### config.mk
export PLATFORM = sky130hd
export DESIGN_NAME = arb_client_if
export DESIGN_NICKNAME = d
export VERILOG_FILES = /design/src/rtl/arb_client_pkg.sv /design/src/rtl/arb_client_if_sync_fifo.sv /design/src/rtl/arb_client_if.sv
export SDC_FILE = /design/constraint.sdc
export NUM_CORES = 1
export LEC_CHECK = 0
export ABC_AREA = 1
export BUFFER_PORTS_ARGS = -buffer_cell sky130_fd_sc_hd__buf_2
export CORE_ASPECT_RATIO = 2
export CORE_MARGIN = 4
export CORE_UTILIZATION = 25
export CTS_CLUSTER_DIAMETER = 120
export DETAILED_ROUTE_END_ITERATION = 7
export MAX_ROUTING_LAYER = met4
export PLACE_DENSITY = 0.45
export SLEW_MARGIN = 20
export SYNTH_ARGS = -nofsm -noshare
export SYNTH_HDL_FRONTEND = slang
export SYNTH_SLANG_ARGS = --single-unit
### constraint.sdc
create_clock -name clk -period 1.44 [get_ports clk]
set_input_delay 0 -clock clk [delete_from_list [all_inputs] [get_ports clk]]
set_output_delay 0 -clock clk [all_outputs]
set_load 0.005 [all_outputs]
### src/rtl/arb_client_pkg.sv
// Shared types for the arbiter client front end: FSM state encoding and a
// width helper for counters that must stay at least one bit wide.
package arb_client_pkg;

    localparam int STATE_W = 2;

    typedef enum logic [STATE_W-1:0] {
        IDLE = 2'd0,
        REQ  = 2'd1,
        XFER = 2'd2
    } state_t;

    // Bits needed to hold 0..n-1; never less than one bit.
    function automatic int cnt_w(input int n);
        return (n > 1) ? $clog2(n) : 1;
    endfunction

endpackage

### src/rtl/arb_client_if_sync_fifo.sv
// Small synchronous FIFO: registered count/full/empty, head word read
// combinationally from storage at the read pointer.
module sync_fifo #(
    parameter int DW    = 8,
    parameter int DEPTH = 4
) (
    input  logic                       clk,
    input  logic                       rst,
    input  logic                       push,
    input  logic                       pop,
    input  logic [DW-1:0]              din,
    output logic [DW-1:0]              head,
    output logic [$clog2(DEPTH+1)-1:0] count,
    output logic                       full,
    output logic                       empty
);
    localparam int AW = arb_client_pkg::cnt_w(DEPTH);
    localparam int CW = $clog2(DEPTH+1);

    logic [DW-1:0] mem [DEPTH];
    logic [AW:0]   wr_ptr, rd_ptr;   // extra MSB is the wrap bit
    logic [CW-1:0] count_nxt;
    logic          wr_en, rd_en;

    assign wr_en = push && !full;
    assign rd_en = pop && !empty;
    assign head  = mem[rd_ptr[AW-1:0]];

    // next occupancy from this cycle's push/pop
    always_comb begin
        count_nxt = count;
        case ({wr_en, rd_en})
            2'b10:   count_nxt = count + CW'(1);
            2'b01:   count_nxt = count - CW'(1);
            default: count_nxt = count;
        endcase
    end

    // storage write; contents need no reset since empty gates everything
    always_ff @(posedge clk) begin
        if (wr_en) mem[wr_ptr[AW-1:0]] <= din;
    end

    // pointers and registered occupancy flags
    always_ff @(posedge clk) begin
        if (rst) begin
            wr_ptr <= '0;
            rd_ptr <= '0;
            count  <= '0;
            full   <= 1'b0;
            empty  <= 1'b1;
        end else begin
            if (wr_en) wr_ptr <= wr_ptr + (AW+1)'(1);
            if (rd_en) rd_ptr <= rd_ptr + (AW+1)'(1);
            count <= count_nxt;
            full  <= (count_nxt == CW'(DEPTH));
            empty <= (count_nxt == '0);
        end
    end

endmodule

### src/rtl/arb_client_if.sv
// Requester-side front end for a round-robin arbiter. Buffers local words,
// requests while data is pending, drains a bounded burst per grant pulse.
// Optional grant-wait timeout flag: define ARB_CLIENT_TIMEOUT_EN.
module arb_client_if
    import arb_client_pkg::*;
#(
    parameter int DW        = 8,
    parameter int DEPTH     = 4,
    parameter int MAX_BURST = 4,
    parameter int TIMEOUT   = 255
) (
    input  logic          clk,
    input  logic          rst,
    input  logic          in_valid,
    output logic          in_ready,
    input  logic [DW-1:0] in_data,
    output logic          req,
    input  logic          grant,
    output logic          bus_valid,
    output logic [DW-1:0] bus_data,
    output logic          bus_last,
    output logic          busy,
    output logic          err_timeout
);
    localparam int CW = $clog2(DEPTH+1);
    localparam int BW = cnt_w(MAX_BURST);

    state_t        state, state_nxt;
    logic [BW-1:0] beat_cnt;
    logic [CW-1:0] count;
    logic          full, empty;
    logic          ready_q;
    logic          push, xfer, last_beat;
    logic          err_q;

    sync_fifo #(.DW(DW), .DEPTH(DEPTH)) u_fifo (
        .clk   (clk),
        .rst   (rst),
        .push  (push),
        .pop   (xfer),
        .din   (in_data),
        .head  (bus_data),
        .count (count),
        .full  (full),
        .empty (empty)
    );

    assign xfer      = (state == XFER);
    // a same-cycle push does not change count until the edge, so it cannot
    // cancel a last beat decided on count==1
    assign last_beat = xfer && ((beat_cnt == BW'(MAX_BURST-1)) || (count == CW'(1)));
    assign push      = in_valid && in_ready;

    // everything is forced low while rst is high so a reset mid-burst
    // truncates immediately, without a bus_last
    assign in_ready    = ready_q && !full && !rst;
    assign req         = (state == REQ) && !rst;
    assign bus_valid   = xfer && !rst;
    assign bus_last    = last_beat && !rst;
    assign busy        = ((state != IDLE) || !empty) && !rst;
    assign err_timeout = err_q && !rst;

    // in_ready is held off for the first cycle after reset release
    always_ff @(posedge clk) begin
        if (rst) ready_q <= 1'b0;
        else     ready_q <= 1'b1;
    end

    // state register
    always_ff @(posedge clk) begin
        if (rst) state <= IDLE;
        else     state <= state_nxt;
    end

    // next state; grants outside REQ are ignored
    always_comb begin
        state_nxt = state;
        case (state)
            IDLE:    if (!empty) state_nxt = REQ;
            REQ:     if (grant)  state_nxt = XFER;
            XFER:    if (last_beat) state_nxt = IDLE;
            default: state_nxt = IDLE;
        endcase
    end

    // beat counter: runs during XFER, parked at zero otherwise
    always_ff @(posedge clk) begin
        if (rst || !xfer)  beat_cnt <= '0;
        else if (!last_beat) beat_cnt <= beat_cnt + BW'(1);
    end

`ifdef ARB_CLIENT_TIMEOUT_EN
    localparam int TW = $clog2(TIMEOUT+1);
    logic [TW-1:0] wait_cnt;

    // count consecutive REQ cycles; flag is sticky, req is never withdrawn
    always_ff @(posedge clk) begin
        if (rst) begin
            wait_cnt <= '0;
            err_q    <= 1'b0;
        end else if (state == REQ) begin
            if (wait_cnt != TW'(TIMEOUT))   wait_cnt <= wait_cnt + TW'(1);
            if (wait_cnt == TW'(TIMEOUT-1)) err_q    <= 1'b1;
        end else begin
            wait_cnt <= '0;
        end
    end
`else
    logic unused_timeout;
    assign err_q          = 1'b0;
    assign unused_timeout = (TIMEOUT > 0);
`endif

endmodule

==> results of run 1 <==
report_power, final:
| group | switching, mW | internal, mW | total (mW) |
|---|---|---|---|
| Clock | 0.477 | 0.636 | 1.11 |
| Combinational | 0.109 | 0.0997 | 0.208 |
| Sequential | 0.0155 | 1.50 | 1.51 |
| Total | 0.602 | 2.23 | 2.83 |
cells in the mapped netlist (all sizes together):
| master | n |
|---|---|
| edfxtp | 32 |
| nand3 | 7 |
| o21ai | 20 |
| ha | 11 |
| o22ai | 8 |
| xor2 | 1 |
| a21o | 1 |
| dfxtp | 16 |
| nand4 | 1 |
| a21oi | 5 |
| mux2i | 1 |
| clkinv | 1 |
| buf | 4 |
| inv | 29 |
| nor3 | 2 |
| conb | 1 |
| nand2 | 28 |
| nor2 | 33 |
worst max-delay path, stage by stage (launching register included):
cell and delay [ns]:
dfxtp_2 0.33, inv_2 0.05, nor2_4 0.13, nand2_4 0.09
ha_4 0.30, inv_1 0.05, nand3_1 0.11, nand3_2 0.09
nand2_1 0.07, nor2_1 0.04
through the flow:
stage          total power [mW]  area [sq um]  utilization [%]  hold slack [ns]
3_5_place_dp              1.722          2465            29.52           0.2209
3_3_place_gp              1.722          2465            29.52           0.2149
4_1_cts                   2.875          2721            32.59          0.01826
6_report                  2.833          2771            33.19          0.01089
2_1_floorplan             1.645          2158                -          0.03110
5_1_grt                   2.975          2771            33.19          0.02625
how the worst min path moves through the flow:
stage | end
final | state[1]
after global routing | state[1]
after CTS | state[1]
after detailed placement | u_fifo.mem[3][6]
after global placement | u_fifo.mem[0][2]
after floorplan | busy
state kept, by name (all words and copies together) (netlist names), named ones only:
name           cells
ready_q            1
u_fifo.rd_ptr      2
state              2
beat_cnt           2
u_fifo.full        1
u_fifo.count       3
u_fifo.wr_ptr      2
u_fifo.mem        32
u_fifo.empty       1
per-layer routing:
| metal | vias up | part of all wire, % | GRT usage (%) |
|---|---|---|---|
| met1 | 669 | 37 | 9.050 |
| li1 | 769 | - | - |
| met4 | 0 | 1.7 | 3.438 |
| met2 | 24 | 58 | 17.09 |
| met5 | - | 0 | - |
| met3 | 5 | 3.4 | 2.166 |
cells by family after synthesis:
kind of cell / after synthesis / share of synthesized area [%]
multiplexers: 1 / 1.043
adder cells (fa/ha/maj): 11 / 6.377
AO/OA/AOI/OAI: 34 / 9.333
AND/OR/NAND/NOR: 71 / 15.88
flip-flops: 48 / 59.36
other: 1 / 0.1737
buffers and inverters: 34 / 7.420
XOR/XNOR: 1 / 0.4059
timing repair:
item,4_1_cts,5_1_grt
buffers inserted,0,3
pin swaps,0,3
setup endpoints to repair,1,9
hold buffers,10,0
resized for setup,1,11
hold endpoints to repair,36,0
cells in the final DEF, fill, tap and decap left out, types with 2 or more instances in the layout:
| cell type | instances |
|---|---|
| nor3_1 | 2 |
| edfxtp_1 | 32 |
| buf_2 | 24 |
| ha_4 | 2 |
| nand3_1 | 6 |
| inv_1 | 22 |
| nand2_4 | 4 |
| nand2_1 | 23 |
| inv_2 | 5 |
| nor2_2 | 2 |
| o21ai_2 | 4 |
| buf_4 | 17 |
| nor2_1 | 30 |
| o21ai_0 | 15 |
| o22ai_1 | 8 |
| dlygate4sd3_1 | 10 |
| ha_1 | 8 |
| dfxtp_2 | 4 |
| a21oi_1 | 4 |
| dfxtp_1 | 12 |
| clkinvlp_4 | 3 |
| clkbuf_16 | 5 |
cell type report:
class	count	share of cell area (%)
Sequential cell	48	46.41
Multi-Input combinational cell	119	26.95
Timing Repair Buffer	51	12.55
Clock buffer	5	4.515
Inverter	30	4.470
Tap cell	98	4.424
Clock inverter	3	0.6772
==> results by group, run 1 <==
Pwr
  • Lkg Pwr: around 1.2 nW
  • Pwr dens: 1022 nW/um^2
  • Maximum vdd drop: ~0.62 mV

STA
  • Fin. max-slew vios: 0
  • Clock period minus worst slack: 1.349 ns
  • RSZ-0062 raised after global routing: true
  • Final-report hold violation count: 0
  • Final setup vio count: 0
  • Max Freq: 741.3 MHz
  • Final worst setup slack: ~0.09 ns
  • Final worst-path cycle share: approximately 94%
  • Setup TNS: 0 ns
  • Final Skew: 0.001438 ns

Routing
  • DRC errors left: 0
  • Detailed-router iteration count before antenna repair: 4
  • Detailed-route via count: 1467
  • Final ANT Viol Nets: 0
  • Routed wire length: 4236 um
  • DR WL/cell: 11.97 um
  • Initial DRC count: 53
  • Vias per cell: 4.144

Worst setup path
  • Critical path peak fanout: 5
  • Reg-to-reg startpoint: state[1]
  • Arrival @ worst endpoint: between 1.5 and 2 ns
  • Setup slack, reg-to-reg: 0.09 ns
  • Worst R2R End: u_fifo.empty
  • Worst EP required: 1.63 ns
  • Critical path class: reg -> reg
  • Worst setup path end: u_fifo.empty
  • Reg2Reg Depth: 9
  • Crit path launch: state[1]
  • Setup crit start kind: register
  • Crit. End Element: register

Clock network
  • Clock buffer count from CTS: 5
  • Clk buf depth: 2
  • CTS tree: built
  • Clock root cell: clkbuf_16
  • # H-tree levels: 2
  • Worst-Skew Late Latency: 0.28 ns
  • Clock slew at reported path FFs: 0.06 ns
  • Clock net sink count: 48

Floorplan
  • Die Span Y: between 100 and 150 um
  • Die area: 10270 sq um
  • Starting Density: 25.85%
  • Die width: 73.70 um
  • IO Pins: 26
  • Row count: 47
  • Core area: 8351 sq um

Job
  • Max_cap viols: 0

Synth
  • Net count after synthesis: roughly 220
  • Mean cell area of the mapped netlist: approximately 11 sq um
  • Yosys reg bits: 48
  • Post-Syn Instances: 201
  • Cell accounting for the most synthesized area: edfxtp_1
  • Synth top area share: 44.52%
  • Register area share after synthesis: 59.36%
  • Top cells by area, synth: edfxtp_1 45%, dfxtp_1 15%, ha_1 6.4%, nor2_1 5.4%, inv_1 4.2%
  • Ys Warns: 0
  • Mapped Area: 2158 sq um
  • Distinct cells, synth: 29

Place
  • DP Wirelength: 3242 um
  • Placed cell count: 333
  • GP Congestion: about 0.8
  • Pre-CTS setup slack: -0.03661 ns
  • I/O Buffers: 24

Cells and area
  • Area taken by multi-input logic gates: ~750 sq um
  • Layout cells sized above 1: 30.86%
  • Non-Filler Instances: between 300 and 400
  • Ant diodes: 0
  • Final nets: 278
  • Filler cells: 875
  • Area Growth Syn to Fin: 28.41%
  • FF/Latch Area: 1286 sq um

Global route
  • Total grt overflow: 0
  • First-pass GRT wire length: 7051 um
  • Initial antenna violation count: 0
  • Largest net degree at the start of global routing: 17
  • Vias in the first global route: roughly 1500
  • Gr usage total: 9.310%

Hold path
  • Hold WC Path Type: in -> reg
  • Hold_sp: rst
  • Hold-critical path depth: 4

Status
  • Outcome: finished clean
Note: power is estimated with default switching activity, not from simulation.
==> run 2: changes to the inputs <==
--- a/config.mk
+++ b/config.mk
@@ -5,7 +5,6 @@
 export SDC_FILE = /design/constraint.sdc
 export NUM_CORES = 1
 export LEC_CHECK = 0
-export ABC_AREA = 1
 export BUFFER_PORTS_ARGS = -buffer_cell sky130_fd_sc_hd__buf_2
 export CORE_ASPECT_RATIO = 2
 export CORE_MARGIN = 4
==> run 2 against run 1 <==
Against the previous run: the flow now finishes with violations (negative setup slack); count of clock-buffer cells in the layout unchanged; utilization up 2.7 points; routed wire length down 12%; worst setup slack worse by 0.43 ns; non-clock buffer count up 3; cell count down 20%; synthesized area down 8.9%; first-iteration DRC count down 26%; global-route usage down 0.64 points; synthesized cell count down 34%; maximum frequency down 24%; critical path type unchanged; largest cell class unchanged.
==> results by group, run 2 <==
Status
  • Outcome: finished with violations
  • Failing checks: negative setup slack

Floorplan
  • Row count: 45
  • Die width: 70.70 um
  • Die Span Y: between 100 and 150 um
  • Core area: 7657 sq um
  • Die area: 9431 sq um
  • IO Pins: 26
  • Starting Density: 25.67%

Routing
  • DRC errors left: 0
  • Final ANT Viol Nets: 0
  • Detailed-route via count: 1206
  • Routed wire length: between 3000 and 4000 um
  • DR WL/cell: 13.23 um
  • Detailed-router iteration count before antenna repair: 3
  • Vias per cell: about 4.3
  • Initial DRC count: 39

Synth
  • Ys async rst share: 0%
  • Synth top area share: 48.89%
  • Net count after synthesis: 155
  • Most frequent cell after synthesis: edfxtp_1
  • Mapped Area: 1966 sq um
  • Cell accounting for the most synthesized area: edfxtp_1
  • Post-synth top cells: 32 x edfxtp_1, 16 x dfxtp_1, 13 x nor2_1
  • Distinct cells, synth: 32
  • Yosys reg bits: 48
  • Dominant synthesized flop cell: edfxtp_1
  • Mean cell area of the mapped netlist: roughly 15 sq um
  • Register area share after synthesis: 65.18%
  • Post-synth EDFFs: 32
  • Post-Syn Instances: approximately 130
  • Top cells by area, synth: edfxtp_1 49%, dfxtp_1 16%, mux4_2 9.2%, ha_1 7.0%, nor2_1 2.5%
  • Ys Warns: 0

Clock network
  • # H-tree levels: 2
  • Clock root cell: clkbuf_16
  • Clk buf depth: 2
  • CTS tree: built
  • Clock buffer count from CTS: 5
  • Worst-Skew Late Latency: ~0.28 ns
  • Clock slew at reported path FFs: 0.06 ns
  • Clock net sink count: 48

Worst setup path
  • Critical path peak fanout: 3
  • Arrival @ worst endpoint: 1.99 ns
  • Crit. End Element: register
  • Critical path class: reg -> reg
  • Setup slack, reg-to-reg: -0.33 ns
  • Worst EP required: 1.65 ns
  • Setup crit start kind: register

Global route
  • Initial antenna violation count: 0
  • Gr usage total: under 10%
  • Vias in the first global route: 1312
  • First-pass GRT wire length: 6161 um
  • Total grt overflow: 0
  • Largest net degree at the start of global routing: 16

Cells and area
  • Final nets: 211
  • Ant diodes: 0
  • Non-Filler Instances: between 200 and 300
  • FF/Latch Area: 1286 sq um
  • Layout cells sized above 1: between 40% and 50%
  • Most frequent cells in the layout: 32 x edfxtp_1, 24 x buf_2, 16 x buf_4, 13 x nor2_1, 12 x dfxtp_1
  • Area taken by multi-input logic gates: 711.9 sq um
  • Fin area: 2750 sq um
  • Final Util: 35.92%
  • Max reg flops: 32
  • Filler cells: 775
  • Area Growth Syn to Fin: 39.91%
  • Commonest non-fill, non-tap cell in the layout: edfxtp_1

STA
  • RSZ-0062 raised after global routing: true
  • Final setup vio count: 37
  • Final Skew: 0.004455 ns
  • Clock period minus worst slack: 1.775 ns
  • Final worst setup slack: -0.3347 ns
  • Final-report hold violation count: 0
  • Fin. max-slew vios: 0
  • Final worst-path cycle share: 123.2%
  • Max Freq: between 500 and 600 MHz

Place
  • GP Congestion: 0.7497
  • DP Wirelength: around 2900 um
  • Placed inst area: 2410 sq um
  • Placed cell count: 264
  • I/O Buffers: 24

Pwr
  • Pwr dens: 1086 nW/um^2
  • Maximum vdd drop: approximately 0.54 mV
  • Lkg Pwr: slightly above 1 nW

Job
  • Max_cap viols: 0

Hold path
  • Hold WC Path Type: in -> reg
run 2: cell types whose count changed after synthesis, sizes merged, moves of 5 or more:
cell / change
nand2: -26
mux4: +8
nand3: -7
o22ai: -8
nor2: -20
o21ai: -16
inv: -20
and2: +5
run 2: worst paths after layout:
| path | from | end | cells after the start |
|---|---|---|---|
| max | u_fifo.full | u_fifo.empty | 8 |
| min | rst | u_fifo.count[0] | 3 |
| max reg2reg | u_fifo.full | u_fifo.empty | 8 |
| min reg2reg | u_fifo.rd_ptr[0] | register | 2 |
run 2: what timing repair did:
item                                    CTS  global route
buffers inserted                          1             1
pin swaps                                 4             2
endpoints found under the setup margin   39            39
hold endpoints to repair                 33             0
resized for setup                        17             3
hold buffers                              9             0
run 2: metrics by stage:
| step | setup slack (ns) | TNS, ns | hold slack (ns) | total power, mW |
|---|---|---|---|---|
| 2_1_floorplan | -0.3113 | -0.8922 | 0.03237 | 1.615 |
| 3_3_place_gp | -0.3288 | -2.005 | 0.2131 | 1.694 |
| 6_report | -0.3347 | -1.382 | 0.1013 | 2.987 |
| 4_1_cts | -0.3412 | -1.824 | 0.08951 | 3.035 |
| 3_5_place_dp | -0.3388 | -2.414 | 0.2243 | 1.703 |
| 5_1_grt | -0.3953 | -3.935 | 0.1135 | 3.117 |
run 2: layout make-up:
type / instances / area share, %
Clock inverter: 3 / 1.547
Sequential cell: 48 / 46.77
Timing Repair Buffer: 54 / 15.65
Inverter: 9 / 1.319
Multi-Input combinational cell: 70 / 25.89
Clock buffer: 5 / 4.550
Tap cell: 94 / 4.277
run 2: logic make-up after synthesis:
kind of cell / after synthesis / synth area share (%)
xor gates and xnor gates: 4 / 1.783
other: 1 / 0.1908
adders and majority gates: 11 / 7.002
AOI/OAI and AO/OA: 14 / 4.264
and+or+nand+nor: 31 / 8.912
buffers and inverters: 14 / 2.991
DFF: 48 / 65.18
muxes: 9 / 9.675
run 2: critical path: stages (launching register included):
cell and delay [ns]:
dfxtp_2 0.32, nor4bb_2 0.24, buf_4 0.18, inv_4 0.04, ha_4 0.15, nor2b_4 0.12, or4_4 0.43, o21a_1 0.12
o21ai_1 0.10
run 2: per-layer routing:
metal | track usage (%) | wire length (um) | up-vias
li1 | - | - | 589
met1 | 7.681 | 1363 | 579
met2 | 16.49 | 2095 | 30
met3 | 1.888 | 155 | 8
met4 | 4.393 | 129 | 0
met5 | - | 0 | -
run 2: where the power goes:
part           internal [mW]  total [mW]  switching [mW]
Combinational          0.108       0.193          0.0850
Sequential              1.49        1.51          0.0149
Clock                  0.815        1.29           0.471
==> run 3: changes to the inputs <==
--- a/config.mk
+++ b/config.mk
@@ -13,6 +13,7 @@
 export DETAILED_ROUTE_END_ITERATION = 7
 export MAX_ROUTING_LAYER = met4
 export PLACE_DENSITY = 0.45
+export REMOVE_ABC_BUFFERS = 1
 export SLEW_MARGIN = 20
 export SYNTH_ARGS = -nofsm -noshare
 export SYNTH_HDL_FRONTEND = slang
==> run 3 against run 2 <==
Against the previous run: the flow still finishes with violations (negative setup slack); sequential power barely moved; worst setup slack got worse by 0.0084 ns; count of clock-buffer cells in the layout up 1; routed wire length rose by 9.7%; first-iteration DRC count increased by 54%; sequential share of layout area fell by 1.4 points; critical endpoint unchanged; highest routed layer unchanged.
==> results by group, run 3 (synthesis results as in run 2) <==
Status
  • Outcome: finished with violations
  • Failing checks: negative setup slack

Global route
  • Initial antenna violation count: 0
  • First-pass GRT wire length: around 6600 um
  • Total grt overflow: 0
  • Vias in the first global route: 1366
  • Gr usage total: 9.502%
  • Largest net degree at the start of global routing: 16

Routing
  • Detailed-route via count: 1212
  • Initial DRC count: 60
  • DRC errors left: 0
  • DR WL/cell: between 10 and 15 um
  • Final ANT Viol Nets: 0
  • Routed wire length: 4107 um
  • Vias per cell: 4.223
  • Detailed-router iteration count before antenna repair: 4

Clock network
  • Clk buf depth: 2
  • Clock buffer count from CTS: 5
  • Clock root cell: clkbuf_16
  • Clock net sink count: 48
  • Clock slew at reported path FFs: 0.06 ns
  • CTS tree: built
  • Worst-Skew Late Latency: just under 0.3 ns
  • # H-tree levels: 2

Worst setup path
  • Crit. End Element: register
  • Critical path class: reg -> reg
  • Critical path peak fanout: 3
  • Worst EP required: 1.66 ns
  • Arrival @ worst endpoint: 2.00 ns
  • Setup crit start kind: register

Pwr
  • Comb power frac: between 6 and 7%
  • Internal: 2.604 mW
  • Sequential share of power: 47.3%
  • Pwr dens: 1125 nW/um^2
  • P_sw: around 580 uW
  • Lkg Pwr: 1.061 nW
  • Overall power: 3.185 mW
  • Sw frac: 18.26%
  • Clock share of power: 46.1%
  • Maximum vdd drop: 0.6523 mV

STA
  • Final worst setup slack: -0.3431 ns
  • Final Skew: 0.004095 ns
  • RSZ-0062 raised after global routing: true
  • Final setup vio count: 37
  • Fin. max-slew vios: 0
  • WHS: 0.09397 ns
  • Clock period minus worst slack: 1.783 ns
  • Max Freq: 560.8 MHz
  • Final worst-path cycle share: 123.8%
  • Final-report hold violation count: 0

Cells and area
  • Ant diodes: 0
  • Max reg flops: 32
  • Layout cells sized above 1: between 40% and 50%
  • Final Util: 36.98%
  • Fin area: approximately 2800 sq um
  • Area Growth Syn to Fin: 44.05%
  • Most frequent cells in the layout: 32 x edfxtp_1, 24 x buf_2, 17 x buf_4, 13 x dfxtp_1, 12 x nor2_1
  • Commonest non-fill, non-tap cell in the layout: edfxtp_1
  • Final nets: around 220

Floorplan
  • Die Span Y: 133.4 um
  • IO Pins: 26
  • Core area: 7657 sq um
  • Die area: approximately 9400 sq um
  • Starting Density: about 26%
  • Row count: between 40 and 50
  • Die width: 70.70 um

Job
  • Max_cap viols: 0

Place
  • GP Congestion: 0.7770
  • DP Wirelength: 2848 um
  • Placed inst area: 2381 sq um
  • I/O Buffers: 24

Hold path
  • Hold WC Path Type: in -> reg
-- run 3: through the flow --
step | setup slack, ns | std cells | setup TNS (ns)
after detailed placement | -0.4809 | 267 | -3.498
after floorplan | -0.8746 | 127 | -14.02
final | -0.3431 | 287 | -1.997
after CTS | -0.3618 | 288 | -3.225
after global placement | -0.4293 | 267 | -1.837
after global routing | -0.4376 | 287 | -5.465
-- run 3: layout make-up --
cell class	instances	area [sq um]
Timing Repair Buffer	58	462.9
Tap cell	94	117.6
Inverter	9	36.28
Multi-Input combinational cell	70	740.7
Clock inverter	2	60.06
Fill cell	793	4826
Sequential cell	48	1285
Clock buffer	6	128.9
-- run 3: power groups by stage --
stage	clock network (mW)	registers [mW]	logic [mW]
finish	1.47	1.51	0.210
global route	1.57	1.51	0.231
CTS	1.51	1.51	0.203
detailed placement	0	1.54	0.161
global placement	0	1.53	0.153
floorplan	0	1.54	0.0657
-- run 3: final timing paths --
kind | to | cells after the start | slack [ns] | startpoint
worst min register to register | beat_cnt[1] | 2 | 0.50 | beat_cnt[1]
worst max register to register | u_fifo.empty | 6 | -0.34 | u_fifo.full
worst min-delay path | u_fifo.count[0] | 3 | 0.09 | rst
worst max-delay path | u_fifo.empty | 6 | -0.34 | u_fifo.full
-- run 3: repair_timing --
action,CTS,global route
hold buffers,9,0
setup buffers,5,0
pin swaps,8,5
hold endpoints to repair,33,0
resized for setup,28,10
setup endpoints to repair,42,45
-- run 3: worst max-delay path, cell delays in order, from the launching register on --
cell and delay, ns:
dfxtp_2 0.32, nor4bb_2 0.25, buf_4 0.18, ha_4 0.20, or4_4 0.54, o21a_1 0.12, o21ai_1 0.11
-- run 3: metal layers --
| metal | track usage [%] | vias up | wire length, um | part of all wire (%) |
|---|---|---|---|---|
| li1 | - | 592 | - | - |
| met4 | 4.498 | 0 | 101 | 2.5 |
| met3 | 2.417 | 9 | 190 | 4.6 |
| met5 | - | - | 0 | 0 |
| met1 | 8.708 | 580 | 1407 | 34 |
| met2 | 17.68 | 31 | 2408 | 59 |
